$ cat config.mk
export PLATFORM = sky130hd
export DESIGN_NAME = lcd_bus_decoder_flat
export DESIGN_NICKNAME = d
export VERILOG_FILES = /design/src/rtl/lcd_bus_pkg.sv /design/src/rtl/lcd_bus_if.sv /design/src/rtl/lcd_bus_sync.sv /design/src/rtl/lcd_bus_decoder.sv /design/src/flat_wrapper.sv
export SDC_FILE = /design/constraint.sdc
export NUM_CORES = 1
export LEC_CHECK = 0
export ABC_CLOCK_PERIOD_IN_PS = 2420
export CAP_MARGIN = 30
export CORE_MARGIN = 5
export CORE_UTILIZATION = 53
export CTS_BUF_LIST = sky130_fd_sc_hd__clkbuf_8 sky130_fd_sc_hd__clkbuf_16
export CTS_CLUSTER_DIAMETER = 150
export DETAILED_ROUTE_END_ITERATION = 16
export PLACE_DENSITY = 0.71
export SYNTH_ARGS = -nofsm -noshare
export SYNTH_HDL_FRONTEND = slang
export SYNTH_SLANG_ARGS = --single-unit
export TNS_END_PERCENT = 20
$ cat constraint.sdc
create_clock -name Clk -period 2.42 [get_ports Clk]
set_input_delay 0.605 -clock Clk [delete_from_list [all_inputs] [get_ports Clk]]
set_output_delay 0.605 -clock Clk [all_outputs]
set_load 0.005 [all_outputs]
$ cat src/rtl/lcd_bus_pkg.sv
// Shared constants, state encoding and DDRAM address helpers for the LCD bus decoder.
package lcd_bus_pkg;

    localparam logic [7:0] CMD_CLEAR        = 8'h01;
    localparam logic [7:0] CMD_HOME         = 8'h02;
    localparam logic [7:0] CMD_HOME_MASK    = 8'hFE;
    localparam logic [7:0] CMD_DISPCTL_MASK = 8'hF8;
    localparam logic [7:0] CMD_DISPCTL_VAL  = 8'h08;
    localparam int         CMD_SETADDR_BIT  = 7;

    localparam logic [6:0] LINE1_BASE = 7'h00;
    localparam logic [6:0] LINE2_BASE = 7'h40;
    localparam int         LINE_LEN   = 16;
    localparam logic [6:0] LINE1_WRAP = 7'h27;
    localparam logic [6:0] LINE2_WRAP = 7'h67;
    localparam logic [6:0] LAST_ADDR  = LINE2_BASE + 7'(LINE_LEN - 1);

    localparam int SHADOW_LEN = 2 * LINE_LEN;

    typedef enum logic [0:0] {
        ST_IDLE  = 1'b0,
        ST_CLEAR = 1'b1
    } state_t;

    // Only the first 16 columns of each line are shadowed: 0x00-0x0F and 0x40-0x4F.
    function automatic logic addr_visible(input logic [6:0] a);
        return (a[6:4] == 3'b000) || (a[6:4] == 3'b100);
    endfunction

    function automatic logic [4:0] shadow_idx(input logic [6:0] a);
        return {a[6], a[3:0]};
    endfunction

    function automatic logic [6:0] next_addr(input logic [6:0] a);
        if (a == LINE1_WRAP) return LINE2_BASE;
        if (a == LINE2_WRAP) return LINE1_BASE;
        return a + 7'd1;
    endfunction

endpackage

$ cat src/rtl/lcd_bus_if.sv
// Character-LCD write bus as seen between the driver and the decoder.
interface lcd_bus_if;
    logic [7:0] lcd_data;
    logic       lcd_e;
    logic       lcd_rs;

    modport master (output lcd_data, output lcd_e, output lcd_rs);
    modport slave  (input  lcd_data, input  lcd_e, input  lcd_rs);
endinterface

$ cat src/rtl/lcd_bus_sync.sv
// Synchronizes the LCD bus and emits a one-cycle strobe with rs/data on each enable falling edge.
module lcd_bus_sync #(
    parameter int SYNC_STAGES = 2
) (
    input  logic       Clk,
    input  logic       reset,
    input  logic       e_in,
    input  logic       rs_in,
    input  logic [7:0] data_in,
    output logic       strobe,
    output logic       rs,
    output logic [7:0] data
);

    logic [SYNC_STAGES-1:0]       e_sync;
    logic [SYNC_STAGES-1:0]       rs_sync;
    logic [SYNC_STAGES-1:0][7:0]  data_sync;
    logic                         e_prev;
    logic                         fall;

    assign fall = e_prev & ~e_sync[SYNC_STAGES-1];

    always_ff @(posedge Clk) begin
        if (!reset) begin
            e_sync    <= '0;
            rs_sync   <= '0;
            data_sync <= '0;
            e_prev    <= 1'b0;
            strobe    <= 1'b0;
            rs        <= 1'b0;
            data      <= '0;
        end else begin
            e_sync    <= {e_sync[SYNC_STAGES-2:0], e_in};
            rs_sync   <= {rs_sync[SYNC_STAGES-2:0], rs_in};
            data_sync <= {data_sync[SYNC_STAGES-2:0], data_in};
            e_prev    <= e_sync[SYNC_STAGES-1];
            strobe    <= fall;
            // rs/data travel through the same depth as e, so they are aligned on the detect cycle
            if (fall) begin
                rs   <= rs_sync[SYNC_STAGES-1];
                data <= data_sync[SYNC_STAGES-1];
            end
        end
    end

endmodule

$ cat src/rtl/lcd_bus_decoder.sv
// HD44780-style bus receiver: decodes commands/data and keeps a 2x16 character shadow.
module lcd_bus_decoder
    import lcd_bus_pkg::*;
#(
    parameter int         SYNC_STAGES = 2,
    parameter logic [7:0] CLEAR_CHAR  = 8'h20
) (
    input  logic       Clk,
    input  logic       reset,
    lcd_bus_if.slave   bus,
    input  logic [4:0] rd_addr,
    output logic [7:0] rd_data,
    output logic [6:0] cur_addr,
    output logic       display_on,
    output logic       busy,
    output logic       cmd_valid,
    output logic [7:0] cmd_byte,
    output logic       frame_done,
    output logic       protocol_err
);

    logic       cap_stb;
    logic       cap_rs;
    logic [7:0] cap_data;

    lcd_bus_sync #(.SYNC_STAGES(SYNC_STAGES)) u_sync (
        .Clk     (Clk),
        .reset   (reset),
        .e_in    (bus.lcd_e),
        .rs_in   (bus.lcd_rs),
        .data_in (bus.lcd_data),
        .strobe  (cap_stb),
        .rs      (cap_rs),
        .data    (cap_data)
    );

    state_t     state, state_nxt;
    logic [4:0] clr_idx;

    logic       wr_en;
    logic [4:0] wr_idx;
    logic [7:0] wr_data;
    logic [6:0] addr_nxt;
    logic       disp_nxt;
    logic       cmd_v_nxt;
    logic [7:0] cmd_b_nxt;
    logic       frame_nxt;
    logic       err_set;

    logic [7:0] shadow [SHADOW_LEN];

    always_ff @(posedge Clk) begin
        if (!reset) begin
            state   <= ST_CLEAR;
            clr_idx <= '0;
        end else begin
            state   <= state_nxt;
            clr_idx <= (state == ST_CLEAR) ? clr_idx + 5'd1 : 5'd0;
        end
    end

    always_comb begin
        state_nxt = state;
        case (state)
            ST_CLEAR: if (clr_idx == 5'(SHADOW_LEN - 1)) state_nxt = ST_IDLE;
            ST_IDLE:  if (cap_stb && !cap_rs && cap_data == CMD_CLEAR) state_nxt = ST_CLEAR;
            default:  state_nxt = ST_IDLE;
        endcase
    end

    always_comb begin
        wr_en     = 1'b0;
        wr_idx    = '0;
        wr_data   = '0;
        addr_nxt  = cur_addr;
        disp_nxt  = display_on;
        cmd_v_nxt = 1'b0;
        cmd_b_nxt = cmd_byte;
        frame_nxt = 1'b0;
        err_set   = 1'b0;
        case (state)
            ST_CLEAR: begin
                wr_en    = 1'b1;
                wr_idx   = clr_idx;
                wr_data  = CLEAR_CHAR;
                addr_nxt = LINE1_BASE;
                // Anything landing during a clear, including the final cycle, is dropped
                err_set  = cap_stb;
            end
            ST_IDLE: begin
                if (cap_stb && !cap_rs) begin
                    cmd_v_nxt = 1'b1;
                    cmd_b_nxt = cap_data;
                    if (cap_data[CMD_SETADDR_BIT])
                        addr_nxt = cap_data[6:0];
                    else if (cap_data == CMD_CLEAR)
                        addr_nxt = LINE1_BASE;
                    else if ((cap_data & CMD_HOME_MASK) == CMD_HOME)
                        addr_nxt = LINE1_BASE;
                    else if ((cap_data & CMD_DISPCTL_MASK) == CMD_DISPCTL_VAL)
                        disp_nxt = cap_data[2];
                end else if (cap_stb) begin
                    if (addr_visible(cur_addr)) begin
                        wr_en   = 1'b1;
                        wr_idx  = shadow_idx(cur_addr);
                        wr_data = cap_data;
                    end else begin
                        err_set = 1'b1;
                    end
                    frame_nxt = (cur_addr == LAST_ADDR);
                    addr_nxt  = next_addr(cur_addr);
                end
            end
            default: ;
        endcase
    end

    assign busy = (state == ST_CLEAR);

    always_ff @(posedge Clk) begin
        if (!reset) begin
            cur_addr     <= '0;
            display_on   <= 1'b0;
            cmd_valid    <= 1'b0;
            cmd_byte     <= '0;
            frame_done   <= 1'b0;
            protocol_err <= 1'b0;
        end else begin
            cur_addr     <= addr_nxt;
            display_on   <= disp_nxt;
            cmd_valid    <= cmd_v_nxt;
            cmd_byte     <= cmd_b_nxt;
            frame_done   <= frame_nxt;
            protocol_err <= protocol_err | err_set;
        end
    end

    always_ff @(posedge Clk) begin
        if (reset && wr_en)
            shadow[wr_idx] <= wr_data;
    end

    always_ff @(posedge Clk) begin
        if (!reset)
            rd_data <= '0;
        else
            rd_data <= shadow[rd_addr];
    end

endmodule

$ cat src/flat_wrapper.sv
// flat-port wrapper written by rule: the top's interface ports become plain ports
module lcd_bus_decoder_flat import lcd_bus_pkg::*;
#(
    parameter int         SYNC_STAGES = 2,
    parameter logic [7:0] CLEAR_CHAR  = 8'h20
)
  (Clk, reset, rd_addr, rd_data, cur_addr, display_on, busy, cmd_valid, cmd_byte, frame_done, protocol_err, bus_lcd_data, bus_lcd_e, bus_lcd_rs);
  lcd_bus_if bus_i ();
  input  logic Clk;
  input  logic reset;
  input  logic [4:0] rd_addr;
  output logic [7:0] rd_data;
  output logic [6:0] cur_addr;
  output logic display_on;
  output logic busy;
  output logic cmd_valid;
  output logic [7:0] cmd_byte;
  output logic frame_done;
  output logic protocol_err;
  input wire logic [$bits(bus_i.lcd_data)-1:0] bus_lcd_data;
  input wire logic [$bits(bus_i.lcd_e)-1:0] bus_lcd_e;
  input wire logic [$bits(bus_i.lcd_rs)-1:0] bus_lcd_rs;
  assign bus_i.lcd_data = bus_lcd_data;
  assign bus_i.lcd_e = bus_lcd_e;
  assign bus_i.lcd_rs = bus_lcd_rs;
  lcd_bus_decoder #(.SYNC_STAGES(SYNC_STAGES), .CLEAR_CHAR(CLEAR_CHAR)) u_core (.Clk(Clk), .reset(reset), .bus(bus_i), .rd_addr(rd_addr), .rd_data(rd_data), .cur_addr(cur_addr), .display_on(display_on), .busy(busy), .cmd_valid(cmd_valid), .cmd_byte(cmd_byte), .frame_done(frame_done), .protocol_err(protocol_err));
endmodule
### Word-level counts from Yosys, hierarchy flattened

Memory sizes are Yosys's and may differ from the RTL's. A register that Yosys moved wholly into a read port is not among the register bits.
Index checks and enable logic that the tools add are counted.

* register bits after elaboration: 56
* memory bits (writable): 256
* output and inout port bits: 28
* memories kept: 1

* add/subtract/negate cells: 2
* eq/ne operators: 10
* mux-type cells: 41
* bitwise logic cells: 9
* reduce and logical (&&, ||, !) cells: 13

Memories
* u_core.shadow: words 32, bits a word 8, read ports 1, clocked after Yosys merged registers in 1, write ports 1, line lcd_bus_decoder.sv:50 `logic [7:0] shadow [SHADOW_LEN];`

Operators with widths (count)
* $mux 7: 9
* $mux 8: 3
* $mux 1: 20
* $pmux 8 s2: 1
* $mux 5: 3
* $eq 7x7->1 const B: 2
* $pmux 7 s2: 1
* $pmux 5 s2: 1
* $eq 8x1->1 const B: 1
* $add 7x1->7 const B: 1
* $eq 7x1->1 const B: 1
* $eq 7x6->1 const B: 1
* $not 1->1: 7
* $pmux 1 s2: 3
* $reduce_and 2->1: 3
* $reduce_and 6->1: 1
* $add 5x1->5 const B: 1
* $eq 5x1->1 const B: 1
* $eq 5x5->1 const B: 1
* $ne 5x5->1 const B: 1
* $reduce_or 4->1: 1
* $eq 3x3->1 const B: 1
* $logic_and 1x1->1: 3
* $logic_not 3->1: 1
* 6 further kinds: 7

### Logic depth before layout (Yosys ltp)

Gate-level depths: netlist (run 1).

* depth in word-level cells: 14
* depth in mapped cells: 7
* mapped depth without buffers: 6

### Hierarchy

A second synthesis (run 1) with hierarchy kept.

* cell total of the unflattened synthesis: 725
* area total of the unflattened synthesis: 12582.1 um2

By module, submodules not included
* lcd_bus_decoder: instances 1, cells each 639, area each 11616.1 um2, sequential area each 8348.0 um2
* lcd_bus_sync: instances 1, cells each 86, area each 965.9 um2, sequential area each 620.6 um2

### Worst setup path after synthesis (run 1)

No wires, ideal clock.

* path kind: reg-to-reg
* start point: register u_core.cur_addr[4]
* end point: memory u_core.shadow[0][0], enable pin
* setup time: 370 ps
* arrival: 1766 ps
* path slack: 284 ps
* cell stages (with the launch flop): 8
* path buffers: 2
* path through: dfxtp_1 clkbuf_1 nor2_1 and3_1 buf_2 a22o_1 nand2b_1 nor2_1

* word-level cells in the longest chain between the ends: 9

Ends and longest elaborated chain
* from (decl): line lcd_bus_decoder.sv:13 `output logic [6:0] cur_addr,`
* from (signal assigned): line lcd_bus_decoder.sv:129 `cur_addr <= addr_nxt;`
* $eq 3x3->1 / $logic_not 3->1 (equally long branches): line lcd_bus_pkg.sv:27 `return (a[6:4] == 3'b000) || (a[6:4] == 3'b100);`
* $logic_or 1x1->1 (*): line lcd_bus_pkg.sv:27
* $mux 1: line lcd_bus_decoder.sv:103 `if (addr_visible(cur_addr)) begin`
* $mux 1: line lcd_bus_decoder.sv:102 `end else if (cap_stb) begin`
* $mux 1: line lcd_bus_decoder.sv:91 `if (cap_stb && !cap_rs) begin`
* $pmux 1 s2: line lcd_bus_decoder.sv:81 `case (state)`
* $logic_and 1x1->1: line lcd_bus_decoder.sv:139 `if (reset && wr_en)`
* $mux 1: line lcd_bus_decoder.sv:139
* $mux 1 (not written as such): line lcd_bus_decoder.sv:140 `shadow[wr_idx] <= wr_data;`
* to (decl): line lcd_bus_decoder.sv:50

Mark *: on every way between the ends. The rest lies on a longest branch, timed or not.

### Worst setup path in the final report (run 1)

* start point: register u_core.state, in the netlist u_core.busy
* end point: output port busy

RTL lines
* from (decl): line lcd_bus_decoder.sv:37 `state_t state, state_nxt;`
* from (signal assigned): line lcd_bus_decoder.sv:57 `state <= state_nxt;`
* to (decl): line flat_wrapper.sv:15 `output logic busy;`

No word-level cell between the ends.

==> impl_metrics.tcl, run 1 <==
set metrics [dict create \
    max_slew_margin 0.675 \
    wl_mm 27.4 \
    dr.pass1.iters 4 \
    finClkSkew_ns 0.0241 \
    drt_iter0_markers 663 \
    regArea_um2 8970 \
    clock_latency_ns 0.51 \
    syn_nets 741 \
    drv_slew 0 \
    final_cells 1175 \
    gp_congestion 0.838 \
    rsz0062_at_grt "no" \
    hold_slack_ns 0.427 \
    die_y_um 164 \
    synth.most_common_cell "edfxtp_1" \
    clock_sinks 320 \
    avgSynthCellArea_um2 17.4 \
    period_needed_ns 2.28 \
    initial_utilization 0.536 \
    nets 852 \
    fmax_ghz 0.439 \
    path_max_fanout 28 \
    syn_inst 721 \
    outcome "finished clean" \
    cp-start-kind "flop" \
    wl_per_cell_um 23.3 \
    port_buffers 44 \
    cts_tree "yes" \
    hold_violations 0 \
    overflow 0 \
    yosysWarnings 0 \
    setup_viol 0 \
    synth.yosys.seq_area_share 0.717 \
    ys_top_cells_by_area "edfxtp_1 (61%), dfxtp_1 (10%), mux4_2 (9.2%), mux4_1 (2.7%), nor2_1 (1.9%)" \
    vias_per_cell 5.90 \
    synth.top_cell.area_share 0.614 \
    max_slew.worst_pin.slew_ns 0.486 \
    antenna_left 0 \
    drc 0 \
    synth-seq-cells 320 \
    n_fill_cell 1577 \
    drive_above_1_share 0.234 \
    vias 6927 \
    htree_levels 2 \
    powerDensity_nw_per_um2 793 \
    tritoncts.num_buffers 34 \
    grt_antenna_before_repair 0 \
    ys_top_cells_by_count "edfxtp_1 (256), dfxtp_1 (64), nor2_1 (63)" \
    setup_tns_ns 0 \
    cp.required_ns 1.81 \
    fp-row-count 56 \
    clkSlewWorstSetupHoldPaths_ns 0.06 \
    yosys.area.top_type "edfxtp_1" \
    ir_drop_uv 481 \
    antenna_cells 0 \
    pin_count 45 \
    max_cap_viol_count 0 \
    synth_area_um2 12500 \
    path_class "flop to primary output" \
    grt_pass1_vias 7163 \
    multi_input_area_um2 3300 \
    fin_util 0.641 \
    power.total_uw 11900 \
    die_area_um2 26800 \
    final.period_utilization 0.941 \
    yosys_most_used_dff "edfxtp_1" \
    place_inst 1115 \
    yosysUniqueCellTypes 56 \
    power.leakage_uw 0.00511 \
    grt_max_degree 39 \
    die_w_um 164 \
    grt.total_usage 0.210 \
    ctsHoldBuffers 0 \
    area_growth_pct 19.5 \
    synth_edf_count 256 \
    min_path_type "flop to flop" \
    root_buffer "clkbuf_16" \
    grt_pass1_wl_mm 42.2 \
    core_um2 23300 \
    async_flop_share 0 \
    crit_path_end_kind "primary output" \
    clock_path_buffers 3 \
    dp_hpwl_mm 17.5 \
    cp.arrival_ns 1.67 \
]
==> flip-flops by register name (all words and copies together) (netlist names), 2 cells and up <==
name and cells:
u_core.shadow 256, u_core.u_sync.data_sync 16, u_core.cmd_byte 8, u_core.rd_data 8
u_core.u_sync.data 8, u_core.cur_addr 7, u_core.clr_idx 5, u_core.u_sync.e_sync 2
u_core.u_sync.rs_sync 2
==> repair_timing <==
action                     CTS  global route
setup endpoints to repair    1             1
resized for setup            1             1
buffers inserted             0             0
==> power breakdown <==
group          switching [uW]  internal, uW  total, uW
clock                    2050          3490       5550
combinational             192           179        372
sequential               23.7          5910       5940
==> worst paths after layout <==
kind,start,end,slack [ns],cells after the start
worst max register to register,u_core.u_sync.strobe$_SDFF_PN0_,u_core.shadow[27][4]$_DFFE_PP_,0.27,6
worst min-delay path,u_core.u_sync.data_sync[4]$_SDFF_PN0_,u_core.u_sync.data_sync[12]$_SDFF_PN0_,0.43,1
worst min register to register,u_core.u_sync.data_sync[4]$_SDFF_PN0_,u_core.u_sync.data_sync[12]$_SDFF_PN0_,0.43,1
worst max-delay path,u_core.busy$_SDFF_PN1_,busy,0.14,2
==> cells in the final DEF (no fill, tap or decap), types with 6 or more instances in the layout <==
cell type,synthesis,final
inv_1,3,6
mux2_2,14,14
clkdlybuf4s50_1,0,41
a21oi_1,22,22
mux4_1,13,13
clkinv_1,0,7
buf_12,2,7
nand2_1,39,39
nand3_1,8,8
and2_1,31,31
nand2b_1,8,8
nor2_1,63,62
nor2b_1,7,7
dfxtp_1,64,63
edfxtp_1,256,256
o21ai_0,7,7
bufinv_16,0,7
and3_1,6,6
clkbuf_16,0,36
a221oi_1,8,8
mux2i_1,17,17
mux4_2,51,51
buf_4,0,66
==> stage by stage <==
step | setup WS, ns | instance area (um^2)
after floorplan | 0.284 | 12500
after global placement | 0.00822 | 13700
after detailed placement | -0.0366 | 13700
after CTS | 0.0461 | 15000
after global routing | 0.0639 | 15000
final | 0.143 | 15000
==> logic make-up after synthesis <==
logic type	count (synthesis)	synth area share
flops	320	0.717
simple gates	179	0.0690
xor+xnor	4	0.00280
mux	96	0.146
fa+ha+maj	3	0.00300
compound gates	73	0.0422
buf+inv	46	0.0201
==> final cells by class <==
| cell class | count | share of cell area |
|---|---|---|
| flip-flops and latches | 320 | 0.600 |
| multi-input cells | 355 | 0.220 |
| repair buffers | 117 | 0.0714 |
| clock buffers | 38 | 0.0621 |
| well taps | 319 | 0.0267 |
| clock inverters | 22 | 0.0187 |
| inverters | 4 | 0.00100 |
==> routing by layer <==
layer | up-vias | part of all wire | global-route usage
li1 | 3050 | - | -
met1 | 3540 | 0.41 | 0.289
met2 | 285 | 0.49 | 0.348
met3 | 52 | 0.069 | 0.0414
met4 | 0 | 0.023 | 0.0538
met5 | - | 0 | 0
==> worst max-delay path, cell delays in order, from the launching register on <==
cell and delay, ns:
dfxtp_2 0.39, buf_6 0.22, clkdlybuf4s50_1 0.54
Note: power is estimated with default switching activity, not from simulation.
==> inputs of run 2 (changes only) <==
--- a/config.mk
+++ b/config.mk
@@ -11,6 +11,7 @@
 export CORE_UTILIZATION = 53
 export CTS_BUF_LIST = sky130_fd_sc_hd__clkbuf_8 sky130_fd_sc_hd__clkbuf_16
 export CTS_CLUSTER_DIAMETER = 150
+export CTS_CLUSTER_SIZE = 14
 export DETAILED_ROUTE_END_ITERATION = 16
 export PLACE_DENSITY = 0.71
 export SYNTH_ARGS = -nofsm -noshare
==> run 2 against run 1 <==
  * Final area fell by 3.0%
  * Clock skew grew 0.012 ns
  * Non-clock buffer count is the same
  * Utilization is 1.9 points lower
  * First-iteration DRC count down 2.4%
  * Critical path type unchanged
  * Die area unchanged
  * Sequential share of layout area increased by 1.9 points
  * Final cell count down 1.0%
  * Critical path depth did not move
  * Maximum frequency fell by 1.9%
  * Critical endpoint unchanged
  * Register-to-register slack improved by 0.03 ns
==> impl_metrics.tcl, run 2 (synthesis results as in run 1) <==
set metrics [dict create \
    die_y_um 164 \
    path_class "flop to primary output" \
    rsz0062_at_grt "no" \
    die_w_um 164 \
    dr.pass1.iters 7 \
    ctsHoldBuffers 0 \
    pwr-share-comb 0.037 \
    area_growth_pct 15.9 \
    drc 0 \
    mostFrequentLayoutCells "edfxtp_1 (256), buf_4 (66), dfxtp_1 (63)" \
    port_buffers 44 \
    root_buffer "clkbuf_16" \
    clock_path_buffers 3 \
    power.total_uw 10100 \
    outcome "finished clean" \
    dp_hpwl_mm 17.5 \
    grt.total_usage 0.205 \
    cp.arrival_ns 1.72 \
    power.leakage_uw 0.00495 \
    place_area_um2 13700 \
    wl_mm 27.1 \
    final.period_utilization 0.959 \
    grt_pass1_wl_mm 41.4 \
    antenna_cells 0 \
    grt_pass1_vias 7016 \
    drive_above_1_share 0.211 \
    p_int_uw 8060 \
    final_area_um2 14500 \
    p_clk_frac 0.377 \
    cp-start-kind "flop" \
    overflow 0 \
    clock_latency_ns 0.55 \
    pin_count 45 \
    die_area_um2 26800 \
    power.share.switching 0.203 \
    tritoncts.num_buffers 26 \
    top_regs "u_core.shadow: 256 flops, u_core.u_sync.data_sync: 16 flops" \
    drv_slew 0 \
    ir_drop_uv 451 \
    clock_sinks 320 \
    max_slew_margin 0.674 \
    setup_viol 0 \
    cts_tree "yes" \
    clkSlewWorstSetupHoldPaths_ns 0.07 \
    gp_congestion 0.838 \
    path_max_fanout 28 \
    grt_antenna_before_repair 0 \
    drt_iter0_markers 647 \
    min_path_type "flop to flop" \
    n_fill_cell 1656 \
    htree_levels 1 \
    hold_violations 0 \
    period_needed_ns 2.32 \
    power.net_switching_uw 2060 \
    hold_slack_ns 0.432 \
    nets 844 \
    largest_reg_flops 256 \
    r2r-start "u_core.u_sync.strobe$_SDFF_PN0_" \
    antenna_left 0 \
    hold_start "u_core.u_sync.rs_sync[0]$_SDFF_PN0_" \
    startpoint "u_core.busy$_SDFF_PN1_" \
    powerDensity_nw_per_um2 698 \
    largest_register "u_core.shadow" \
    max_slew.worst_pin.slew_ns 0.488 \
    wl_per_cell_um 23.3 \
    finClkSkew_ns 0.0360 \
    grt_max_degree 39 \
    fp-row-count 56 \
    fmax_ghz 0.431 \
    cp.required_ns 1.81 \
    initial_utilization 0.536 \
    core_um2 23300 \
    max_cap_viol_count 0 \
    vias 6891 \
    seqPwrFrac 0.586 \
    crit_path_end_kind "primary output" \
    vias_per_cell 5.93 \
    final_common_cell "edfxtp_1" \
]
[run 2: cell types whose count changed in the layout (fill, tap and decap cells not counted), sizes merged]
cell	previous run	this run
inv	8	24
clkbuf	38	27
clkinv	10	1
bufinv	7	0
clkinvlp	1	0
[run 2: final timing paths]
| check | to | slack [ns] | depth (start not counted) |
|---|---|---|---|
| setup reg to reg | u_core.shadow[30][7]$_DFFE_PP_ | 0.30 | 5 |
| setup / recovery | busy | 0.1 | 2 |
| hold reg to reg | u_core.u_sync.rs_sync[1]$_SDFF_PN0_ | 0.43 | 1 |
| hold / removal | u_core.u_sync.rs_sync[1]$_SDFF_PN0_ | 0.43 | 1 |
[run 2: per-stage QoR]
stage,setup TNS (ns),utilization,std cells,worst slack [ns]
after floorplan,0,-,721,0.284
after global routing,0,0.622,1163,0.0223
after detailed placement,-0.528,0.589,1115,-0.0366
after CTS,0,0.622,1163,0.00357
final,0,0.622,1163,0.0996
after global placement,0,0.589,1115,0.00822
[run 2: power by group through the flow]
stage	clock [uW]	sequential (uW)	combinational (uW)
after global placement	0	6050	366
final	3810	5930	373
after floorplan	0	6050	224
after detailed placement	0	6060	375
after global routing	4110	5930	397
after CTS	3880	5930	377
[run 2: cell type report]
cell class,count,area (um^2),share of cell area
Multi-Input combinational cell,355,3300,0.227
Clock buffer,27,664,0.0458
Clock inverter,21,91.3,0.00630
Tap cell,319,399,0.0275
Inverter,4,15.0,0.00104
Timing Repair Buffer,117,1070,0.0736
Sequential cell,320,8970,0.618
[run 2: timing repair]
action,CTS,global route
setup buffers,0,0
setup endpoints to repair,1,1
resized for setup,1,1
[run 2: critical path, stage by stage, from the launching register on]
cell and delay, ns:
dfxtp_2 0.39, buf_6 0.23, clkdlybuf4s50_1 0.54
[run 2: metal layers]
metal / vias up / part of all wire / global-route usage
met5: - / 0 / 0
met4: 0 / 0.017 / 0.0457
met3: 39 / 0.063 / 0.0328
met2: 272 / 0.49 / 0.337
met1: 3549 / 0.43 / 0.292
li1: 3031 / - / -
==> RTL edit 1 (config.mk and constraints of run 2) <==
Take the reset off `cur_addr` and `cmd_byte` and load them in a clocked block of their own.
--- a/src/rtl/lcd_bus_decoder.sv
+++ b/src/rtl/lcd_bus_decoder.sv
@@ -120,18 +120,19 @@
     always_ff @(posedge Clk) begin
         if (!reset) begin
-            cur_addr     <= '0;
             display_on   <= 1'b0;
             cmd_valid    <= 1'b0;
-            cmd_byte     <= '0;
             frame_done   <= 1'b0;
             protocol_err <= 1'b0;
         end else begin
-            cur_addr     <= addr_nxt;
             display_on   <= disp_nxt;
             cmd_valid    <= cmd_v_nxt;
-            cmd_byte     <= cmd_b_nxt;
             frame_done   <= frame_nxt;
             protocol_err <= protocol_err | err_set;
         end
+    end
+
+    always_ff @(posedge Clk) begin
+        cur_addr <= addr_nxt;
+        cmd_byte <= cmd_b_nxt;
     end
 
Function: same outputs for any inputs over 10 cycles, from zero or initial values and one cycle with reset low; that may be too few to reach the edited logic, so the function may still have changed.
==> RTL edit 1 against run 2 <==
- area after synthesis is 0.62% lower
- critical path depth stayed put
- cell count is 3.4% lower
- count of clock-buffer cells in the layout stayed put
- routed wire length is 4.3% lower
- sequential power is 0.7% higher
- final area is 0.76% lower
- die area is 0.58% lower
- synthesized cell count is 5.4% lower
- sequential cell count stayed put
- worst setup slack worse by 0.011 ns
- worst hold slack worse by 0.0059 ns
- power is 0.20% lower
- critical path type unchanged
- largest cell class unchanged
- highest routed layer unchanged
==> RTL edit 1: results (changes against run 2) <==
| Metric | Value |
|---|---|
| Status | finished, final reports clean |
| WL/cell | 23.1 µm (-0.85%) |
| Hold crit path type | reg -> reg |
| Total CTS buffers | 26 (unchanged) |
| Layout Nets | 804 (-4.7%) |
| Skew final | 0.0123 ns (-0.0237 ns) |
| EDFF count, synth | 271 (+5.9%) |
| Seq group | 5970 µW (+0.7%) |
| Biggest regs | u_core.shadow: 256 flops, u_core.u_sync.data_sync: 16 flops |
| Largest net degree at the start of global routing | 36 (-7.7%) |
| Post-Place Worst Slack | -0.154 ns (-0.117 ns) |
| IO buf count | 44 (unchanged) |
| Number of placed cells counting well taps | 1075 (-3.6%) |
| Synth async-reset ratio | 0% (unchanged) |
| Top cells by count, synth | edfxtp_1, mux4_2, dfxtp_1, nor2_1, nand2_1 |
| Syn. warnings | 0 (unchanged) |
| H-Tree Depth | 1 (unchanged) |
| Initial DRC count | 640 (-1.1%) |
| Synth cell types | 51 (-8.9%) |
| Final RePlAce weighted congestion | 0.832 (-0.66%) |
| Fillers | 1692 (+2.2%) |
| Sw Share | 19.7% (-0.66 points) |
| Crit-path max cell delay | 0.57 ns (+0.03 ns) |
| Setup bufs post-CTS | 0 (unchanged) |
| Average cell area after synthesis | 18.2 µm² (+5.1%) |
| P per Cell Area | 702 nW/µm² (+0.56%) |
| Placed cell area | 13600 µm² (-0.76%) |
| Clock Root Buffer | clkbuf_16 |
| Post_cts resized | 0 (-1) |
| Antenna Cells | 0 (unchanged) |
| Via-to-Cell Ratio | 5.84 (-1.4%) |
| Syn_nets | 702 (-5.3%) |
| Pre-antenna DRT Iters | 5 (-2) |
| CP Max Fanout | 30 (+7.1%) |
| Final HPWL DP | 16.7 mm (-4.3%) |
| Worst-case clock buffer depth | 3 (unchanged) |
| Total wire length | 26.0 mm (-4.3%) |
| Share of Yosys cell area claimed by the top area cell type | 65.4% (+4.0 points) |
| Vias in the first global route | 6773 (-3.5%) |
| P_comb | 353 µW (-5.4%) |
| Worst vdd rail ir drop | 0.000566 V (+25%) |
| Worst path slowest cell | clkdlybuf4s50_1 |
| Slew Limit Headroom | 53.4% (-14 points) |
| All-Layer GR Usage | 20.1% (-0.41 points) |
| Top cells by area, synth | edfxtp_1, mux4_2, dfxtp_1 |
| Clock Latency Late Sink | 0.53 ns (-0.02 ns) |
| Sequential share of the synthesized area | 73.3% (+1.7 points) |
| Antenna violations before repair | 0 (unchanged) |
| Static leakage | 0.00493 µW (-0.56%) |
| First-pass GRT wire length | 40.6 mm (-2.0%) |
| Layout cells sized above 1 | 24.8% (+3.7 points) |
| Clock slew at reported path FFs | 0.07 ns (about the same) |
| Critical Path AT | 1.73 ns |
==> RTL edit 1: cell count changes after synthesis, sizes merged, moves of 8 or more <==
cell	run 2	this run
nor2	63	44
dfxtp	64	49
edfxtp	256	271
mux2i	17	5
a221oi	9	0
and2	31	22
nand2	39	30
a31oi	2	10
==> RTL edit 1: routing by layer <==
metal,part of all wire [%],GRT usage [%]
met1,42,29.4
met3,7.4,3.18
met5,0,0
met2,49,32.4
met4,1.9,4.42
==> RTL edit 1: cells by family after synthesis <==
logic type | count (synthesis) | synth area share (%)
flip-flops | 320 | 73.3
AND/OR/NAND/NOR | 149 | 6.32
multiplexers | 89 | 13.8
AO/OA/AOI/OAI | 70 | 3.96
buffers and inverters | 45 | 1.86
XOR/XNOR | 6 | 0.423
adder cells (fa/ha/maj) | 3 | 0.302
==> RTL edit 1: area by class of cell <==
cell class / count / area [µm²] / share of cell area, %
flip-flops and latches: 320 / 9120 / 63.4
repair buffers: 114 / 1020 / 7.06
well taps: 319 / 399 / 2.77
clock inverters: 21 / 78.8 / 0.548
clock buffers: 27 / 676 / 4.69
multi-input cells: 317 / 3090 / 21.4
inverters: 5 / 18.8 / 0.130
==> RTL edit 1: final timing paths <==
kind | start | to | slack, ns | cells past startpoint
worst max-delay path | u_core.busy | busy | 0.09 | 2
worst min-delay path | u_core.u_sync.data_sync[12] | u_core.u_sync.data[4] | 0.43 | 2
worst max register to register | u_core.cur_addr[5] | u_core.shadow[31][7] | 0.13 | 6
worst min register to register | u_core.u_sync.data_sync[12] | u_core.u_sync.data[4] | 0.43 | 2
==> RTL edit 1: critical path, delay by kind of cell (launching register included) <==
kind     cells  cell delay (ns)
buf+inv      2             0.86
flops        1             0.33
==> RTL edit 2 (flow settings as in run 2) <==
Made on the original files. `SYNC_STAGES` is set to 2 in 3 places; all go to 4.
--- a/src/rtl/lcd_bus_sync.sv
+++ b/src/rtl/lcd_bus_sync.sv
@@ -1,5 +1,5 @@
 // Synchronizes the LCD bus and emits a one-cycle strobe with rs/data on each enable falling edge.
 module lcd_bus_sync #(
-    parameter int SYNC_STAGES = 2
+    parameter int SYNC_STAGES = 4
 ) (
     input  logic       Clk,
--- a/src/rtl/lcd_bus_decoder.sv
+++ b/src/rtl/lcd_bus_decoder.sv
@@ -3,5 +3,5 @@
     import lcd_bus_pkg::*;
 #(
-    parameter int         SYNC_STAGES = 2,
+    parameter int         SYNC_STAGES = 4,
     parameter logic [7:0] CLEAR_CHAR  = 8'h20
 ) (
--- a/src/flat_wrapper.sv
+++ b/src/flat_wrapper.sv
@@ -2,5 +2,5 @@
 module lcd_bus_decoder_flat import lcd_bus_pkg::*;
 #(
-    parameter int         SYNC_STAGES = 2,
+    parameter int         SYNC_STAGES = 4,
     parameter logic [7:0] CLEAR_CHAR  = 8'h20
 )
Check against the original RTL: not equivalent (Yosys sat finds a counterexample within 10 cycles, from zero or initial values and one cycle with reset low).
==> RTL edit 2 against run 2 <==
- routed wire length grew 5.7%
- worst setup slack improved by 0.0027 ns
- area after synthesis up 4.1%
- combinational power up 21%
- sequential share of layout area rose by 0.11 points
- clock skew is 0.0089 ns lower
- worst hold slack got worse by 0.0057 ns
- via count grew 3.4%
- sequential cell count rose by 20
- final area increased by 4.3%
- global-route usage up 0.19 points
- power is 6.2% higher
- cell count increased by 2.9%
- core utilization rose by 0.21 points
==> RTL edit 2: results (changes against run 2) <==
| Metric | Value |
|---|---|
| Final HPWL DP | 19.1 mm (+9.5%) |
| Biggest regs | u_core.shadow: 256 flops, u_core.u_sync.data_sync: 32 flops |
| Total wire length | 28.7 mm (+5.7%) |
| Critical Path AT | 1.71 ns |
| Syn. warnings | 0 (unchanged) |
| Top cells by count, synth | edfxtp_1, dfxtp_1, nor2_1, mux4_2, and2_1 |
| EDFF count, synth | 256 (unchanged) |
| Post-Place Worst Slack | 0.0842 ns (+0.121 ns) |
| Clock Latency Late Sink | 0.55 ns (about the same) |
| Gate Count Post-Synth | 751 (+4.2%) |
| H-Tree Depth | 1 (unchanged) |
| Static leakage | 0.00522 µW (+5.5%) |
| Layout cells sized above 1 | 21.0% (-0.13 points) |
| Sequential share of the synthesized area | 71.9% (+0.25 points) |
| Fillers | 1739 (+5.0%) |
| Total CTS buffers | 28 (+7.7%) |
| Number of placed cells counting well taps | 1147 (+2.9%) |
| CP delay by family, top | buffers and inverters |
| Hold crit path type | reg -> reg |
| All-Layer GR Usage | 20.7% (+0.19 points) |
| IO buf count | 44 (unchanged) |
| Crit-path max cell delay | 0.59 ns (+0.05 ns) |
| Skew final | 0.0272 ns (-0.00888 ns) |
| Initial DRC count | 754 (+17%) |
| Worst-case clock buffer depth | 3 (unchanged) |
| Placed cell area | 14300 µm² (+4.1%) |
| Finished Layout Cells | 1197 (+2.9%) |
| Worst path slowest cell | clkdlybuf4s50_1 |
| Largest net degree at the start of global routing | 53 (+36%) |
| Layout Nets | 873 (+3.4%) |
| Final RePlAce weighted congestion | 0.891 (+6.3%) |
| Clock slew at reported path FFs | 0.07 ns (about the same) |
| Least-Margin Pin Slew | 0.533 ns (+0.0442 ns) |
| Synth async-reset ratio | 0% (unchanged) |
| Status | finished, final reports clean |
| Syn_nets | 771 (+4.0%) |
| Vias | 7123 (+3.4%) |
| Clock Root Buffer | clkbuf_16 |
| Synth cell types | 55 (-1.8%) |
| CP Max Fanout | 7 (-75%) |
| First-pass GRT wire length | 44.3 mm (+6.8%) |
| Area of the multi-input gates | 3400 µm² (+3.0%) |
| Pre-antenna DRT Iters | 5 (-2) |
| Worst vdd rail ir drop | 0.000572 V (+27%) |
| Antenna Cells | 0 (unchanged) |
| Antenna violations before repair | 0 (unchanged) |
| Vias in the first global route | 7298 (+4.0%) |
| Top cells by area, synth | edfxtp_1, dfxtp_1, mux4_2 |
## RTL edit 2: changes by cell type after synthesis, moves of 5 or more
cell	delta
o21ai_1	-5
nor3_1	+5
o22a_1	+5
dfxtp_1	+20
and2_1	+12
a21oi_1	-11
a211oi_1	+5
nand3_1	+6
mux2_2	-7
or2_2	+7
buf_4	+5
nand2_1	-7
a32oi_1	+7
nor2_1	-7
## RTL edit 2: cells by family after synthesis
logic type	share of synthesized area [%]
flip-flops	71.9
AND/OR/NAND/NOR	7.79
multiplexers	13.3
AO/OA/AOI/OAI	4.32
buffers and inverters	2.15
XOR/XNOR	0.202
adder cells (fa/ha/maj)	0.288
## RTL edit 2: per-stage QoR
step           setup TNS (ns)  total power, µW
4_1_cts                     0            10800
3_3_place_gp                0             6840
5_1_grt               -0.0113            11100
3_5_place_dp                0             6850
6_report                    0            10700
2_1_floorplan               0             6670
## RTL edit 2: worst paths after layout
path / startpoint / endpoint / slack [ns] / depth (start not counted)
setup / recovery: u_core.cur_addr[5] / cur_addr[5] / 0.10 / 1
hold / removal: u_core.u_sync.data_sync[8] / u_core.u_sync.data_sync[16] / 0.43 / 1
setup reg to reg: u_core.cur_addr[5] / u_core.shadow[15][7] / 0.13 / 5
hold reg to reg: u_core.u_sync.data_sync[8] / u_core.u_sync.data_sync[16] / 0.43 / 1
## RTL edit 2: metal layers
layer	share of wire, %	GRT usage, %	vias to the layer above
li1	-	-	3151
met1	40	27.6	3600
met2	51	35.4	318
met3	6.5	3.53	54
met4	2.7	5.76	0
met5	0	0	-
## RTL edit 2: timing repair
action	in CTS	in global routing
buffers inserted	0	0
resized for setup	0	3
setup endpoints to repair	0	11
## RTL edit 2: final cells by class
| class | count | share of cell area [%] |
|---|---|---|
| sequential | 340 | 62.0 |
| multi-input combinational | 361 | 22.5 |
| timing repair buffer | 117 | 7.47 |
| clock buffer | 28 | 4.63 |
| tap | 324 | 2.68 |
| clock inverter | 22 | 0.678 |
| inverter | 5 | 0.124 |
## RTL edit 2: where the power goes
group | internal, µW | switching, µW | total (µW) | leakage, µW
logic | 227 | 225 | 452 | 0.00167
registers | 6250 | 24.0 | 6270 | 0.00309
clock network | 2090 | 1930 | 4020 | 0.000465
total | 8570 | 2180 | 10700 | 0.00522
